**config.mk**
```make
export PLATFORM = sky130hd
export DESIGN_NAME = tap_capture_sched
export DESIGN_NICKNAME = d
export VERILOG_FILES = /design/src/rtl/tap_capture_sched.sv
export SDC_FILE = /design/constraint.sdc
export NUM_CORES = 1
export LEC_CHECK = 0
export BUFFER_PORTS_ARGS = -buffer_cell sky130_fd_sc_hd__clkbuf_2
export CAP_MARGIN = 20
export CORE_ASPECT_RATIO = 1.2
export CORE_MARGIN = 2
export CORE_UTILIZATION = 49
export CTS_CLUSTER_DIAMETER = 100
export DETAILED_ROUTE_END_ITERATION = 16
export GPL_ROUTABILITY_DRIVEN = 0
export PLACE_DENSITY = 0.85
export SLEW_MARGIN = 25
export SYNTH_ARGS = -nofsm -noshare
export SYNTH_HDL_FRONTEND = slang
export SYNTH_SLANG_ARGS = --single-unit
```
**constraint.sdc**
```tcl
create_clock -name clk -period 3.6 [get_ports clk]
set_input_delay 0.54 -clock clk [delete_from_list [all_inputs] [get_ports clk]]
set_output_delay 0.54 -clock clk [all_outputs]
set_load 0.05 [all_outputs]
```
**src/rtl/tap_capture_sched.sv**
```systemverilog
// Epoch scheduler and round-robin collector for a bank of capture taps.
// A programmable period timer toggles global_ping once per epoch; within each
// epoch every valid tap is granted at most once onto a single valid/ready
// stream. Taps still pending when the epoch closes are flagged as overruns.
//
//   state | meaning
//   ------+-----------------------------------------------------------------
//   IDLE  | scheduler off: timer parked at 0, no grants, global_ping frozen
//   RUN   | timer counting epochs, arbiter granting pending valid taps
module tap_capture_sched #(
  parameter int NUM_TAPS    = 4,
  parameter int DATA_WIDTH  = 40,
  parameter int TIMER_WIDTH = 8,
  parameter int EPOCH_WIDTH = 16
) (
  input  logic                           clk,
  input  logic                           rst_n,
  input  logic                           cfg_en,
  input  logic [TIMER_WIDTH-1:0]         cfg_period,
  input  logic                           clr_overrun,
  output logic                           global_ping,
  input  logic [NUM_TAPS-1:0]            tap_valid,
  input  logic [NUM_TAPS*DATA_WIDTH-1:0] tap_data,
  output logic [NUM_TAPS-1:0]            tap_ack,
  output logic                           m_valid,
  input  logic                           m_ready,
  output logic [DATA_WIDTH-1:0]          m_data,
  output logic [$clog2(NUM_TAPS)-1:0]    m_tap_id,
  output logic [EPOCH_WIDTH-1:0]         epoch,
  output logic                           overrun,
  output logic [NUM_TAPS-1:0]            overrun_mask
);

  localparam int ID_WIDTH = $clog2(NUM_TAPS);
  localparam logic [ID_WIDTH:0]   NUM_TAPS_W = (ID_WIDTH+1)'(NUM_TAPS);
  localparam logic [ID_WIDTH-1:0] LAST_TAP   = ID_WIDTH'(NUM_TAPS - 1);

  typedef enum logic {IDLE, RUN} state_t;

  state_t                 state_q, state_d;
  logic [TIMER_WIDTH-1:0] timer_q, timer_d;
  logic [NUM_TAPS-1:0]    pending_q, pending_d;
  logic [ID_WIDTH-1:0]    rr_ptr_q, rr_ptr_d;
  logic                   ping_q, ping_d;
  logic [EPOCH_WIDTH-1:0] epoch_q, epoch_d;
  logic                   overrun_q, overrun_d;
  logic [NUM_TAPS-1:0]    ovr_mask_q, ovr_mask_d;
  logic [NUM_TAPS-1:0]    tap_ack_q, tap_ack_d;
  logic                   m_valid_q, m_valid_d;
  logic [DATA_WIDTH-1:0]  m_data_q, m_data_d;
  logic [ID_WIDTH-1:0]    m_tap_id_q, m_tap_id_d;

  logic [DATA_WIDTH-1:0]  tap_word [NUM_TAPS];
  logic [NUM_TAPS-1:0]    eligible;
  logic                   grant_found;
  logic [ID_WIDTH-1:0]    grant_idx;
  logic [ID_WIDTH:0]      cand;
  logic                   run_active;
  logic                   slot_free;
  logic                   grant;
  logic [NUM_TAPS-1:0]    grant_onehot;
  logic [NUM_TAPS-1:0]    pending_left;
  logic [TIMER_WIDTH-1:0] period_eff;

  // Unpack the flat tap bus into one word per tap.
  always_comb begin
    for (int i = 0; i < NUM_TAPS; i++) begin
      tap_word[i] = tap_data[i*DATA_WIDTH +: DATA_WIDTH];
    end
  end

  // Round-robin search: first eligible tap at or above rr_ptr, wrapping.
  always_comb begin
    eligible    = tap_valid & pending_q;
    grant_found = 1'b0;
    grant_idx   = '0;
    cand        = '0;
    for (int i = 0; i < NUM_TAPS; i++) begin
      cand = {1'b0, rr_ptr_q} + (ID_WIDTH+1)'(i);
      if (cand >= NUM_TAPS_W) begin
        cand = cand - NUM_TAPS_W;
      end
      if (!grant_found && eligible[cand[ID_WIDTH-1:0]]) begin
        grant_found = 1'b1;
        grant_idx   = cand[ID_WIDTH-1:0];
      end
    end
  end

  // Grant qualification; dropping cfg_en blocks grants in the same cycle.
  always_comb begin
    run_active   = (state_q == RUN) && cfg_en;
    slot_free    = !m_valid_q || m_ready;
    grant        = run_active && slot_free && grant_found;
    grant_onehot = grant ? (NUM_TAPS'(1) << grant_idx) : '0;
    pending_left = pending_q & ~grant_onehot;
    period_eff   = (cfg_period == '0) ? TIMER_WIDTH'(1) : cfg_period;
  end

  // Next-state: FSM, epoch timer, pending/overrun bookkeeping, output slot.
  always_comb begin
    state_d    = state_q;
    timer_d    = timer_q;
    ping_d     = ping_q;
    epoch_d    = epoch_q;
    pending_d  = pending_left;
    rr_ptr_d   = rr_ptr_q;
    overrun_d  = clr_overrun ? 1'b0 : overrun_q;
    ovr_mask_d = clr_overrun ? '0 : ovr_mask_q;
    tap_ack_d  = grant_onehot;
    m_valid_d  = m_valid_q;
    m_data_d   = m_data_q;
    m_tap_id_d = m_tap_id_q;

    case (state_q)
      IDLE: begin
        if (cfg_en) begin
          state_d   = RUN;
          pending_d = '1;
        end
      end
      RUN: begin
        if (!cfg_en) begin
          state_d   = IDLE;
          timer_d   = '0;
          pending_d = '0;
        // >= rather than == so a live shrink of cfg_period below the
        // current count closes the epoch instead of wrapping the timer.
        end else if (timer_q >= period_eff) begin
          timer_d   = '0;
          ping_d    = ~ping_q;
          epoch_d   = epoch_q + 1'b1;
          pending_d = '1;
          if (|pending_left) begin
            overrun_d  = 1'b1;
            ovr_mask_d = ovr_mask_d | pending_left;
          end
        end else begin
          timer_d = timer_q + 1'b1;
        end
      end
      default: state_d = IDLE;
    endcase

    if (grant) begin
      m_valid_d  = 1'b1;
      m_data_d   = tap_word[grant_idx];
      m_tap_id_d = grant_idx;
      rr_ptr_d   = (grant_idx == LAST_TAP) ? '0 : grant_idx + 1'b1;
    end else if (m_valid_q && m_ready) begin
      m_valid_d = 1'b0;
    end
  end

  // State register with asynchronous active-low reset.
  always_ff @(posedge clk or negedge rst_n) begin
    if (!rst_n) begin
      state_q    <= IDLE;
      timer_q    <= '0;
      pending_q  <= '0;
      rr_ptr_q   <= '0;
      ping_q     <= 1'b0;
      epoch_q    <= '0;
      overrun_q  <= 1'b0;
      ovr_mask_q <= '0;
      tap_ack_q  <= '0;
      m_valid_q  <= 1'b0;
      m_data_q   <= '0;
      m_tap_id_q <= '0;
    end else begin
      state_q    <= state_d;
      timer_q    <= timer_d;
      pending_q  <= pending_d;
      rr_ptr_q   <= rr_ptr_d;
      ping_q     <= ping_d;
      epoch_q    <= epoch_d;
      overrun_q  <= overrun_d;
      ovr_mask_q <= ovr_mask_d;
      tap_ack_q  <= tap_ack_d;
      m_valid_q  <= m_valid_d;
      m_data_q   <= m_data_d;
      m_tap_id_q <= m_tap_id_d;
    end
  end

  assign global_ping  = ping_q;
  assign tap_ack      = tap_ack_q;
  assign m_valid      = m_valid_q;
  assign m_data       = m_data_q;
  assign m_tap_id     = m_tap_id_q;
  assign epoch        = epoch_q;
  assign overrun      = overrun_q;
  assign overrun_mask = ovr_mask_q;

endmodule

```
# Word level (Yosys, flattened, before mapping)
# Cells that the tools add are included.
[totals]
out_inout_bits = 69
input_bits = 177
register_bits = 84
word_cells = 102
[classes]
magnitude_cmp = 10
eq_ne = 1
shifts = 1
n_addsub = 10
reduce_logical = 16
mux = 45
bitwise_logic = 7
[op_table]
columns = ["operator", "count"]
rows = [
  ["40-bit binary-select mux with 2-bit select", 1],
  ["40-bit 2-to-1 mux", 2],
  ["4-bit 2-to-1 mux", 9],
  ["8-bit 2-to-1 mux", 3],
  ["2-bit 2-to-1 mux", 9],
  ["16-bit by 1-bit adder with 16-bit output (second input constant)", 1],
  ["1-bit 2-to-1 mux", 16],
  ["3-bit >= comparator (second input constant)", 4],
  ["2-bit by 3-bit less-than comparator with 1-bit output (second input constant)", 4],
  ["8-bit by 1-bit adder with 8-bit output (second input constant)", 1],
  ["4-bit bitwise AND", 2],
  ["1-bit binary-select mux with 2-bit select", 4],
  ["8-bit >= comparator", 1],
  ["8-bit logical NOT", 1],
  ["4-bit one-hot mux with 2 select lines", 1],
  ["2-bit by 1-bit subtractor with 2-bit output (second input constant)", 4],
  ["1-bit logical AND", 7],
  ["2-bit by 2-bit adder with 3-bit output (second input constant)", 2],
  ["1-bit logical NOT", 4],
  ["4-bit inverter", 1],
  ["4-bit OR", 1],
  ["4-bit OR reduction", 1],
  ["1-bit by 2-bit << shifter with 4-bit output (first input constant)", 1],
  ["2-bit by 1-bit adder with 3-bit output (second input constant)", 1],
  ["other kinds (8)", 9],
]

# Longest topological paths before layout
[logic_depth]
word_depth = 23
depth_mapped = 11
ltp_nobuf = 9

# Worst setup path after synthesis
# Ideal clock, no wire load.
[synth_timing]
path_kind = "in2reg"
from = "input port cfg_period[3]"
to = "register epoch_q[1], in the netlist epoch[1]"
t_required_ns = 3.475
setup_time_ns = 0.125
t_arrival_ns = 2.437
path_stages = 8
n_path_buf = 0
setup_slack_ns = 1.038
path_cell_list = "nor4_1 a41o_1 ha_1 nor2b_1 o21ai_0 a311o_1 nand2_1 mux2_2"
[synth_via]
elab_chain_cells = 4
[synth_lines]
columns = ["element", "line_no", "rtl"]
rows = [
  ["from (decl)", "19", "input logic [TIMER_WIDTH-1:0] cfg_period,"],
  ["8-bit logical NOT", "97", "period_eff = (cfg_period == '0) ? TIMER_WIDTH'(1) : cfg_period;"],
  ["8-bit 2-to-1 mux (*)", "97", ""],
  ["8-bit >= comparator (*)", "129", "end else if (timer_q >= period_eff) begin"],
  ["3-bit AND reduction (no source line) (*)", "n/a", ""],
  ["to (signal assigned)", "176", "epoch_q <= epoch_d;"],
  ["to (decl)", "45", "logic [EPOCH_WIDTH-1:0] epoch_q, epoch_d;"],
]
# Every way passes the cells marked *; elsewhere a longest branch is shown, timed or not.
# A chain may end at the register's enable or synchronous reset.

# Worst setup path after layout
# Ends and elaborated chain as after synthesis.

==> flow_metrics.py <==
metrics = {
    "clock_network": {
        "cts.clk_slew.worst_paths_ns": 0.07,
        "cts_tree": "done",
        "cts_buffer_depth": 2,
        "clock-sinks": 84,
        "insertion_delay_ns": 0.34,
        "htree_levels": 3,
        "cts_setup_buffers": 0,
        "cts-buffers-inserted": 9,
        "cts.repair.resized": 0,
        "clock-root-buffer": "clkbuf_16",
        "cts_hold_buf": 0,
    },
    "die": {
        "io_pins": 246,
        "rows": 39,
        "core-area_um2": 9560,
        "die_w_um": 94.8,
        "die_y_um": 113,
        "start_util": 0.507,
        "dieArea_um2": 10700,
    },
    "setup_path": {
        "timing_worst_setup_path_type": "in -> reg",
        "end_kind": "flop",
        "r2r-start": "pending_q[0]",
        "worstReg2RegEnd": "overrun",
        "critPathBufInv": 1,
        "rr_worst_depth": 8,
        "crit_fanout": 7,
        "cp.arrival_ns": 2.72,
        "cp-start-kind": "input pin",
        "cp_top_family": "compound AO/OA/AOI/OAI gates",
        "r2r_setup_slack_ns": 1.14,
        "slowest_stage": "a311o_1",
        "cp_cell_sequence": "clkbuf_2, nor4_1, a41o_1, ha_1, nor2b_1, o21ai_0, a311o_1, nand2_1, mux2_2",
        "cp_data_required_time_ns": 3.83,
        "critPathMaxStageDelay_ns": 0.48,
    },
    "sta": {
        "tightest_slew_ns": 0.751,
        "finalSetupViolCount": 0,
        "tns_ns": 0,
        "fin_crit_sh": 0.691,
        "fin_crit_ns": 2.49,
        "clock.fmax_mhz": 402,
        "rsz0062_at_grt": "no",
        "maxSlewHeadroom": 0.499,
        "maxSlewViolCount": 0,
        "final_hold_viol_count": 0,
        "fin_skew_ns": 0.0123,
        "timing.hold.ws_ns": 0.252,
    },
    "logic_synthesis": {
        "ys_types": 54,
        "avgSynthCellArea_um2": 10.5,
        "synth_edf_count": 0,
        "syn_inst": 460,
        "ys_async_sr_fraction": 1.00,
        "syn-num-nets": 649,
        "ys_warn_count": 0,
        "syn_area_um2": 4850,
        "synth_seq_area_share": 0.434,
        "synth-seq-cells": 84,
        "synth_ff_type": "dfrtp_1",
    },
    "final_layout": {
        "area_growth_pct": 32.0,
        "final_cell_mix": "244 x clkbuf_2, 84 x dfrtp_1, 80 x mux2i_1",
        "multi_input_area_um2": 2480,
        "n_fill_cell": 784,
        "drive_gt1_frac": 0.399,
        "fin_cells": 825,
        "seq_area_um2": 2100,
        "final_common_cell": "clkbuf_2",
        "nNetsFinal": 884,
    },
    "flow_run": {
        "max-cap-violations": 0,
    },
    "pwr": {
        "leakage_nw": 3.60,
        "power_density_nw_per_um2": 666,
        "ir_worst_vdd_mv": 0.340,
        "p_total_mw": 4.26,
    },
    "routing": {
        "wl_per_cell_um": 17.8,
        "drc": 0,
        "via_per_inst": 5.68,
        "vias": 4685,
        "drtIter0Drc": 193,
        "antenna_left": 0,
        "first_pass_iters": 4,
        "drt_wl_total_um": 14700,
    },
    "placement": {
        "dp_cells": 807,
        "dpl.hpwl_um": 11300,
        "port_buffers": 245,
    },
    "min_path": {
        "worst_hold_path_type": "in -> async",
    },
    "global_route": {
        "grt_pass1_vias": 4674,
        "antenna_found_initial": 4,
        "gr-usage-all-layers": 0.272,
        "grt_pass1_wl_um": 22600,
        "grt_start_max_net_pins": 85,
        "gr-total-overflow": 0,
    },
    "outcome": {
        "outcome": "finished clean",
    },
}
==> synth_stat cells (all sizes together), types with 8 or more instances <==
cell / n / share of area
nor2: 10 / 0.0077
xor2: 10 / 0.018
mux2i: 80 / 0.17
inv: 18 / 0.014
ha: 12 / 0.031
nand2: 62 / 0.049
xnor2: 8 / 0.014
dfrtp: 84 / 0.43
o221ai: 40 / 0.072
a21oi: 11 / 0.011
buf: 16 / 0.031
clkbuf: 12 / 0.012
nand3: 9 / 0.0093
o21ai: 12 / 0.012
==> state kept, by name (all words and copies together), names as in the netlist <==
| signal | flops |
|---|---|
| m_tap_id | 2 |
| state_q | 1 |
| m_valid | 1 |
| tap_ack | 4 |
| m_data | 40 |
| global_ping | 1 |
| overrun | 1 |
| overrun_mask | 4 |
| epoch | 16 |
| pending_q | 4 |
| timer_q | 8 |
| rr_ptr_q | 2 |
==> logic make-up (layout without fill, tap and decap cells) <==
logic type                 count (synthesis)  count (layout)  share of synthesized area
buffers and inverters                     47             287                     0.0581
and+or+nand+nor                          117             117                      0.114
DFF                                       84              84                      0.434
other                                      0               2                          0
xor gates and xnor gates                  18              18                     0.0325
AOI/OAI and AO/OA                         99              99                      0.159
muxes                                     83              83                      0.172
adders and majority gates                 12              12                     0.0310
==> layout make-up <==
type	count	area share
inverter	19	0.0115
timing repair buffer	252	0.203
sequential	84	0.329
clock inverter	7	0.00919
clock buffer	9	0.0352
tap	123	0.0241
multi-input combinational	329	0.388
antenna	2	0.000782
==> worst max path at each step <==
stage,from,end,slack (ns),cells past startpoint
floorplan,cfg_period[3],epoch[1],1.04,8
global placement,cfg_period[3],epoch[1],0.81,9
detailed placement,cfg_period[3],epoch[1],0.74,9
CTS,cfg_period[3],epoch[1],1.09,9
global route,cfg_period[3],epoch[1],1.00,9
finish,cfg_period[3],epoch[1],1.11,9
==> power breakdown <==
group	total, mW	switching (mW)	internal (mW)
Sequential	1.38	0.184	1.20
Clock	0.873	0.396	0.477
Combinational	2.01	1.41	0.596
Total	4.26	1.99	2.27
==> per-layer routing <==
metal,up-vias,part of all wire,GRT usage
met5,-,0.0020,0
met4,4,0.028,0.115
met3,38,0.088,0.0872
met2,207,0.50,0.467
met1,2242,0.38,0.308
li1,2194,-,-
==> through the flow <==
| stage | cell area (µm²) | utilization | setup slack [ns] |
|---|---|---|---|
| 6_report | 6400 | 0.669 | 1.11 |
| 5_1_grt | 6400 | 0.669 | 1.00 |
| 4_1_cts | 6390 | 0.668 | 1.09 |
| 3_5_place_dp | 6110 | 0.638 | 0.743 |
| 3_3_place_gp | 6110 | 0.638 | 0.813 |
| 2_1_floorplan | 4850 | - | 1.04 |
(Power assumes the default switching activity.)
